File: src/rtl/mcp3x02_scanner.sv
// rtl/mcp3x02_scanner.sv - SPI scanner for MCP3002/MCP3202 ADCs with tagged FWFT result FIFO
module mcp3x02_scanner #(
  parameter int CLK_FREQ    = 27_000_000,
  parameter int SCLK_FREQ   = 900_000,
  parameter int SAMPLE_RATE = 48_000,
  parameter int DATA_BITS   = 10,
  parameter int FIFO_DEPTH  = 4
) (
  input  logic                 clk,
  input  logic                 rst,
  input  logic                 auto_en,
  input  logic                 start,
  input  logic [1:0]           mode,
  output logic                 adc_clk,
  output logic                 adc_din,
  input  logic                 adc_dout,
  output logic                 adc_cs,
  output logic [DATA_BITS-1:0] out_data,
  output logic                 out_ch,
  output logic                 out_valid,
  input  logic                 out_ready,
  output logic                 busy,
  output logic [7:0]           overrun_cnt,
  input  logic                 overrun_clr
);
  localparam int CYCLE      = CLK_FREQ / SCLK_FREQ;
  localparam int HALF       = CYCLE / 2;
  localparam int N          = DATA_BITS + 5;
  localparam int EDGES      = 2 * N;
  localparam int SAMPLE_DIV = CLK_FREQ / SAMPLE_RATE;
  localparam int HW         = $clog2(HALF + 1);
  localparam int EW         = $clog2(EDGES + 1);
  localparam int GW         = $clog2(CYCLE + 1);
  localparam int TW         = $clog2(SAMPLE_DIV + 1);
  localparam int AW         = $clog2(FIFO_DEPTH);

  typedef enum logic [1:0] {IDLE, SHIFT, GUARD} state_t;

  state_t               state;
  logic [HW-1:0]        hcnt;
  logic [EW-1:0]        ecnt;
  logic [GW-1:0]        gcnt;
  logic [TW-1:0]        timer;
  logic                 pending;
  logic                 alt_ch;
  logic                 ch_q;
  logic [1:0]           mode_q;
  logic [DATA_BITS-1:0] sr;
  logic                 tick;
  logic                 push;
  logic                 pop;
  logic                 accept;
  logic                 full;
  logic                 next_ch;

  logic [DATA_BITS-1:0] mem_data [FIFO_DEPTH];
  logic                 mem_ch   [FIFO_DEPTH];
  logic [AW-1:0]        wr_idx;
  logic [AW-1:0]        rd_idx;
  logic [AW:0]          count;

  always_comb begin
    tick    = auto_en && (timer == TW'(SAMPLE_DIV - 1));
    push    = (state == SHIFT) && (hcnt == HW'(HALF - 1)) && (ecnt == EW'(EDGES));
    next_ch = 1'b0;
    case (mode)
      2'b01:   next_ch = 1'b1;
      2'b10:   next_ch = alt_ch;
      default: next_ch = 1'b0;
    endcase
  end

  always_ff @(posedge clk or posedge rst) begin
    if (rst) begin
      state   <= IDLE;
      adc_cs  <= 1'b1;
      adc_clk <= 1'b0;
      adc_din <= 1'b0;
      busy    <= 1'b0;
      hcnt    <= '0;
      ecnt    <= '0;
      gcnt    <= '0;
      timer   <= '0;
      pending <= 1'b0;
      alt_ch  <= 1'b0;
      ch_q    <= 1'b0;
      mode_q  <= 2'b00;
      sr      <= '0;
    end else begin
      if (!auto_en || tick) timer <= '0;
      else                  timer <= timer + TW'(1);

      // Requests arriving while a frame runs collapse into a single pending flag
      if (state == IDLE && pending) pending <= start | tick;
      else                          pending <= pending | start | tick;

      if (mode != 2'b10)                 alt_ch <= 1'b0;
      else if (push && mode_q == 2'b10)  alt_ch <= ~alt_ch;

      case (state)
        IDLE: begin
          if (pending) begin
            state   <= SHIFT;
            adc_cs  <= 1'b0;
            adc_clk <= 1'b0;
            adc_din <= 1'b1;
            busy    <= 1'b1;
            hcnt    <= '0;
            ecnt    <= '0;
            mode_q  <= mode;
            ch_q    <= (mode == 2'b11) ? 1'b0 : next_ch;
          end
        end
        SHIFT: begin
          if (hcnt == HW'(HALF - 1)) begin
            hcnt <= '0;
            if (ecnt == EW'(EDGES)) begin
              state   <= GUARD;
              adc_cs  <= 1'b1;
              adc_din <= 1'b0;
              gcnt    <= '0;
            end else begin
              adc_clk <= ~adc_clk;
              ecnt    <= ecnt + EW'(1);
              // Even edges rise: data bits follow the start, SGL, ODD, MSBF and null slots
              if (!ecnt[0] && ecnt >= EW'(10)) sr <= {sr[DATA_BITS-2:0], adc_dout};
              if (ecnt == EW'(1))      adc_din <= (mode_q != 2'b11);
              else if (ecnt == EW'(3)) adc_din <= ch_q;
              else if (ecnt == EW'(5)) adc_din <= 1'b1;
              else if (ecnt == EW'(7)) adc_din <= 1'b0;
            end
          end else begin
            hcnt <= hcnt + HW'(1);
          end
        end
        GUARD: begin
          if (gcnt == GW'(CYCLE - 1)) begin
            state <= IDLE;
            busy  <= 1'b0;
          end else begin
            gcnt <= gcnt + GW'(1);
          end
        end
        default: state <= IDLE;
      endcase
    end
  end

  assign full      = (count == (AW+1)'(FIFO_DEPTH));
  assign out_valid = (count != '0);
  assign pop       = out_valid && out_ready;
  // A full FIFO still takes the new sample when the head leaves in the same cycle
  assign accept    = push && (!full || pop);
  assign out_data  = out_valid ? mem_data[rd_idx] : '0;
  assign out_ch    = out_valid ? mem_ch[rd_idx] : 1'b0;

  always_ff @(posedge clk) begin
    if (accept) begin
      mem_data[wr_idx] <= sr;
      mem_ch[wr_idx]   <= ch_q;
    end
  end

  always_ff @(posedge clk or posedge rst) begin
    if (rst) begin
      wr_idx      <= '0;
      rd_idx      <= '0;
      count       <= '0;
      overrun_cnt <= 8'd0;
    end else begin
      if (accept) wr_idx <= wr_idx + AW'(1);
      if (pop)    rd_idx <= rd_idx + AW'(1);
      if (accept && !pop)      count <= count + (AW+1)'(1);
      else if (!accept && pop) count <= count - (AW+1)'(1);
      if (overrun_clr)                                   overrun_cnt <= 8'd0;
      else if (push && !accept && overrun_cnt != 8'hFF)  overrun_cnt <= overrun_cnt + 8'd1;
    end
  end
endmodule

File: config.mk
export PLATFORM = sky130hd
export DESIGN_NAME = mcp3x02_scanner
export DESIGN_NICKNAME = d
export VERILOG_FILES = /design/src/rtl/mcp3x02_scanner.sv
export SDC_FILE = /design/constraint.sdc
export NUM_CORES = 1
export LEC_CHECK = 0
export BUFFER_PORTS_ARGS = -buffer_cell sky130_fd_sc_hd__buf_4
export CAP_MARGIN = 30
export CORE_MARGIN = 2
export CORE_UTILIZATION = 65
export CTS_CLUSTER_DIAMETER = 150
export DETAILED_ROUTE_END_ITERATION = 10
export HOLD_SLACK_MARGIN = 0.1
export PLACE_DENSITY = 0.83
export SLEW_MARGIN = 0
export SYNTH_ARGS = -nofsm -noshare
export SYNTH_HDL_FRONTEND = slang
export SYNTH_SLANG_ARGS = --single-unit
export TNS_END_PERCENT = 10
File: constraint.sdc
create_clock -name clk -period 6.9 [get_ports clk]
set_input_delay 0.345 -clock clk [delete_from_list [all_inputs] [get_ports clk]]
set_output_delay 0.345 -clock clk [all_outputs]
set_load 0.005 [all_outputs]
Yosys cells after proc, flatten, opt, wreduce, memory -nomap -nowiden
Memories as Yosys holds them, arrays and structs flattened.
Index checks and enable logic that the tools add are counted.
Widths: inputs -> output; s select.
- register bits: 60
- RAM bits: 44
- input port bits: 9
- output and inout bits: 24
- word-level logic and storage cells: 144
- memories kept: 2
- memories (name ; depth ; width ; rd ports ; clocked after memory_dff ; wr ports ; RTL line ; source):
    mem_data ; 4 ; 10 ; 1 ; 0 ; 1 ; 56 ; logic [DATA_BITS-1:0] mem_data [FIFO_DEPTH];
    mem_ch ; 4 ; 1 ; 1 ; 0 ; 1 ; 57 ; logic mem_ch [FIFO_DEPTH];
- add/sub/neg operators: 9
- $lt $le $gt $ge: 1
- eq/ne operators: 25
- multiplexer cells: 47
- bitwise gates (word level): 6
- reductions and logical operators: 36
- operators with widths (operator ; count):
    $mux 5 ; 6
    $reduce_and 4->1 ; 6
    $mux 1 ; 20
    $mux 10 ; 2
    $pmux 5 s2 ; 2
    $mux 8 ; 2
    $logic_and 1x1->1 ; 12
    $ne 2x2->1 const B ; 6
    $reduce_bool 2->1 ; 6
    $add 10x1->10 const B ; 1
    $add 5x1->5 const B ; 2
    $eq 10x10->1 const B ; 1
    $eq 5x3->1 const B ; 2
    $eq 5x5->1 const B ; 2
    $pmux 1 s2 ; 5
    $add 8x1->8 const B ; 1
    $eq 2x2->1 const B ; 4
    $mux 2 ; 4
    $mux 4 ; 2
    $ne 8x8->1 const B ; 1
    $pmux 4 s2 ; 1
    $mux 3 ; 2
    $ne 6x1->1 const B ; 1
    $pmux 2 s3 ; 1
    other kinds (19) ; 32

Depth between registers and ports, before layout
- depth in word-level cells: 9
- gate-level depth with buffers: 12
- mapped depth without buffers: 11

Least setup slack after synthesis
OpenSTA, ideal clock, no wires.
- path type: reg-to-reg
- start point: register hcnt[0]
- end point: register count[2]
- library setup time: 0.079 ns
- arrival: 2.455 ns
- required time: 6.821 ns
- slack: 4.366 ns
- stages on the path, launching flop included: 13
- buffers on the path: 1
- clock period less this slack: 2.534 ns
- path through: dfrtp_1 > inv_1 > ha_1 > and3_1 > buf_6 > nand3_1 > nor2_1 > ha_1 > inv_1 > fa_1 > xor2_1 > nor2_1 > xor2_1
- longest elaborated chain between the ends: 7
- elaborated cells on any way between the ends: 9
- classes of those cells: eq/ne: 1; mux: 1; reduce/logical: 7
- RTL lines (what ; RTL line ; source):
    start: declaration ; 40 ; logic [HW-1:0] hcnt;
    start signal: assignment ; 133 ; hcnt <= hcnt + HW'(1);
    $eq 4x4->1 (*) ; 64 ; push = (state == SHIFT) && (hcnt == HW'(HALF - 1)) && (ecnt == EW'(EDGES));
    $logic_and 1x1->1 (*) (2 in a row) ; 64 ;
    $logic_and 1x1->1 (*) ; 153 ; assign accept = push && (!full || pop);
    named net accept ; 52 ; logic accept;
    $logic_not 1->1 ; 174 ; else if (!accept && pop) count <= count - (AW+1)'(1);
    $logic_and 1x1->1 ; 174 ;
    $reduce_bool 2->1 (no source line) ; -- ;
    end signal: assignment ; 173 ; if (accept && !pop) count <= count + (AW+1)'(1);
    end signal: assignment ; 174 ;
    end: declaration ; 60 ; logic [AW:0] count;
The timed path passes the listed nets; every way through them passes the cells marked *.
A chain may end at the register's enable or synchronous reset.

Final worst setup path
Ends and elaborated chain as after synthesis.

==> reports/qor.yml <==
layout:
  fillers: 461
  fin_cells: 495
  utilization_pct: 73.0
  seq_area_mm2: 0.00282
  drive_above_1_share_pct: 20.2
  nNetsFinal: 419
  area_delta_synth_final_pct: 10.1
  diodes: 0
  multi_input_area_mm2: 0.00180
critical_path:
  critPathLaunchType: "flip-flop"
  cp.arrival_ns: 3.78
  rr_worst_depth: 11
  cp.required_ns: 7.20
  reg2reg_setup_slack_ns: 3.43
  crit_fanout: 19
  cp-end-kind: "flip-flop"
  worstReg2RegStart: "hcnt[0]$_DFFE_PP0P_"
  rr_endpoint: "count[2]$_DFFE_PP0P_"
  path_class: "flip-flop to flip-flop"
timing:
  worstMarginPinSlew_ns: 0.748
  worst_slack_ns: 3.43
  slew_violations: 0
  slew_headroom_pct: 50.1
  hold_viol: 0
  finalCritPeriodShare_pct: 50.4
  skew_ns: 0.0131
  rsz0062_at_grt: "no"
  layout_min_cycle_time_ns: 3.47
  max_freq_mhz: 288
  setup_viol: 0
  totalNegativeSetupSlack_ns: 0
synthesis:
  ys_seq_area_share_pct: 59.4
  ys_seq_elements: 104
  synth_top_area_share_pct: 31.0
  syn_area_per_cell_um2: 13.3
  synth_cell_types: 50
  yosysTopAreaCell: "dfrtp_1"
  yosys-top-cells-count: "59 x dfrtp_1, 44 x edfxtp_1, 24 x nor2_1"
  syn_nets: 387
  synth_xor_area_share_pct: 3.13
  synth_most_common_cell: "dfrtp_1"
  synth_warnings: 0
  synthMuxAreaShare_pct: 9.05
  synthCells: 359
  ys.flop_type: "dfrtp_1"
  synth_top_family_by_area: "simple AND/OR/NAND/NOR gates"
  synthAdderAreaFrac_pct: 5.16
  yosys.area_share.simple_pct: 13.5
  async_reset_ff_share_pct: 57.7
  syn_area_mm2: 0.00476
  yosys-top-cells-area: "dfrtp_1 31%, edfxtp_1 28%, mux4_2 5.2%"
  synth-compound-area-share_pct: 6.89
  synth_edf_count: 44
clocking:
  clk_pin_slew_ns: 0.11
  clk_path_buf_depth: 2
  cts_resized: 0
  cts.sinks: 104
  postCtsHoldBufs: 0
  clk_latency_ns: 0.37
  cts-root-buf: "clkbuf_8"
  cts_tree: "done"
  postCtsSetupRepairBufs: 0
  h-tree-depth: 3
  numCtsBuffers: 9
routing:
  wl_per_cell_um: 16.2
  via_per_inst: 5.86
  firstDrtPassIters: 4
  routed_wirelength_mm: 8.02
  drtIter0Drc: 177
  route.antenna.remaining_nets: 0
  dr_total_vias: 2900
  post-route-drc-count: 0
worst_hold_path:
  min_path_type: "input pin to asynchronous set/reset pin"
die:
  rows: 31
  num_io_pins: 33
  die_h_um: 89.6
  start_util_pct: 66.3
  dieArea_mm2: 0.00802
  core-area_mm2: 0.00718
  die_w_um: 89.6
power_and_ir_drop:
  power_uw: 1400
  powerDensity_mw_per_mm2: 268
  worst_ir_drop_vdd_v: 0.000138
  leakage_uw: 0.00211
grt:
  gr-usage-met1_pct: 30.5
  grtUsageMet2_pct: 35.0
  grt-ovfl-total: 0
  grt_use_total_pct: 21.9
  grt_pass1_wl_mm: 13.2
  grt_antenna_before_repair: 0
  use_met3_pct: 3.42
  grt_max_degree: 61
  grt-busiest-layer: "met2"
  grt_pass1_vias: 2784
placement:
  dp_slack_ns: 3.51
  dp_hpwl_mm: 5.59
  dp.cells: 479
  portBuffers: 32
  gp_congestion: 0.775
run:
  max_cap_viol_count: 0
status:
  status: "complete, no violations"
[cell usage in the layout (no fill, tap or decap), drive strengths merged, types with 10 or more instances in the layout]
master,instances
a21oi,10
dfrtp,59
nand3,18
nor2,24
nand2,18
mux4,11
edfxtp,44
o21ai,14
xor2,10
buf,33
and2,15
mux2,12
ha,18
inv,21
[sequential cells by signal, summed over array words and instances (netlist names), 2 cells and up]
register	cells
mem_data	40
sr	10
timer	10
overrun_cnt	8
ecnt	5
gcnt	5
hcnt	4
mem_ch	4
count	3
mode_q	2
rd_idx	2
state	2
wr_idx	2
[logic make-up after synthesis]
kind of cell,Yosys count
xor+xnor,17
compound gates,50
simple gates,115
buf+inv,30
mux,24
fa+ha+maj,19
flops,104
[metrics by stage]
stage               hold slack (ns)  area (µm²)
floorplan                     0.448        4760
global placement              0.451        5060
detailed placement            0.455        5060
CTS                           0.166        5240
global route                  0.176        5240
finish                        0.175        5240
[worst max-delay path by stage]
| stage | from | endpoint | slack [ns] |
|---|---|---|---|
| finish | hcnt[0]$_DFFE_PP0P_ | count[2]$_DFFE_PP0P_ | 3.43 |
| global placement | hcnt[0]$_DFFE_PP0P_ | count[2]$_DFFE_PP0P_ | 3.70 |
| global route | hcnt[0]$_DFFE_PP0P_ | count[2]$_DFFE_PP0P_ | 3.12 |
| floorplan | hcnt[0]$_DFFE_PP0P_ | count[2]$_DFFE_PP0P_ | 4.37 |
| detailed placement | hcnt[0]$_DFFE_PP0P_ | count[2]$_DFFE_PP0P_ | 3.51 |
| CTS | hcnt[0]$_DFFE_PP0P_ | count[2]$_DFFE_PP0P_ | 3.48 |
[power by group]
group	internal [µW]	switching (µW)
Combinational	172	113
Sequential	686	83.5
Clock	135	214
[final cells by class]
cell class / count / share of cell area (%)
sequential: 104 / 53.9
tap: 99 / 2.37
timing repair buffer: 33 / 4.73
clock inverter: 7 / 1.05
clock buffer: 9 / 2.37
multi-input combinational: 225 / 34.3
inverter: 18 / 1.29
[critical path, cell delays in order (launching register included)]
cell	delay, ns
dfrtp_1	0.45
inv_1	0.09
ha_1	0.18
and3_1	0.42
nand3_1	0.57
nor2_1	0.55
ha_1	0.27
inv_1	0.06
fa_1	0.37
xor2_1	0.17
nor2_1	0.12
xor2_1	0.16
[layer usage]
layer	vias up	routed length, µm
li1	1393	-
met1	1461	3720
met2	38	3970
met3	8	203
met4	0	119
met5	-	0
(Power assumes the default switching activity.)
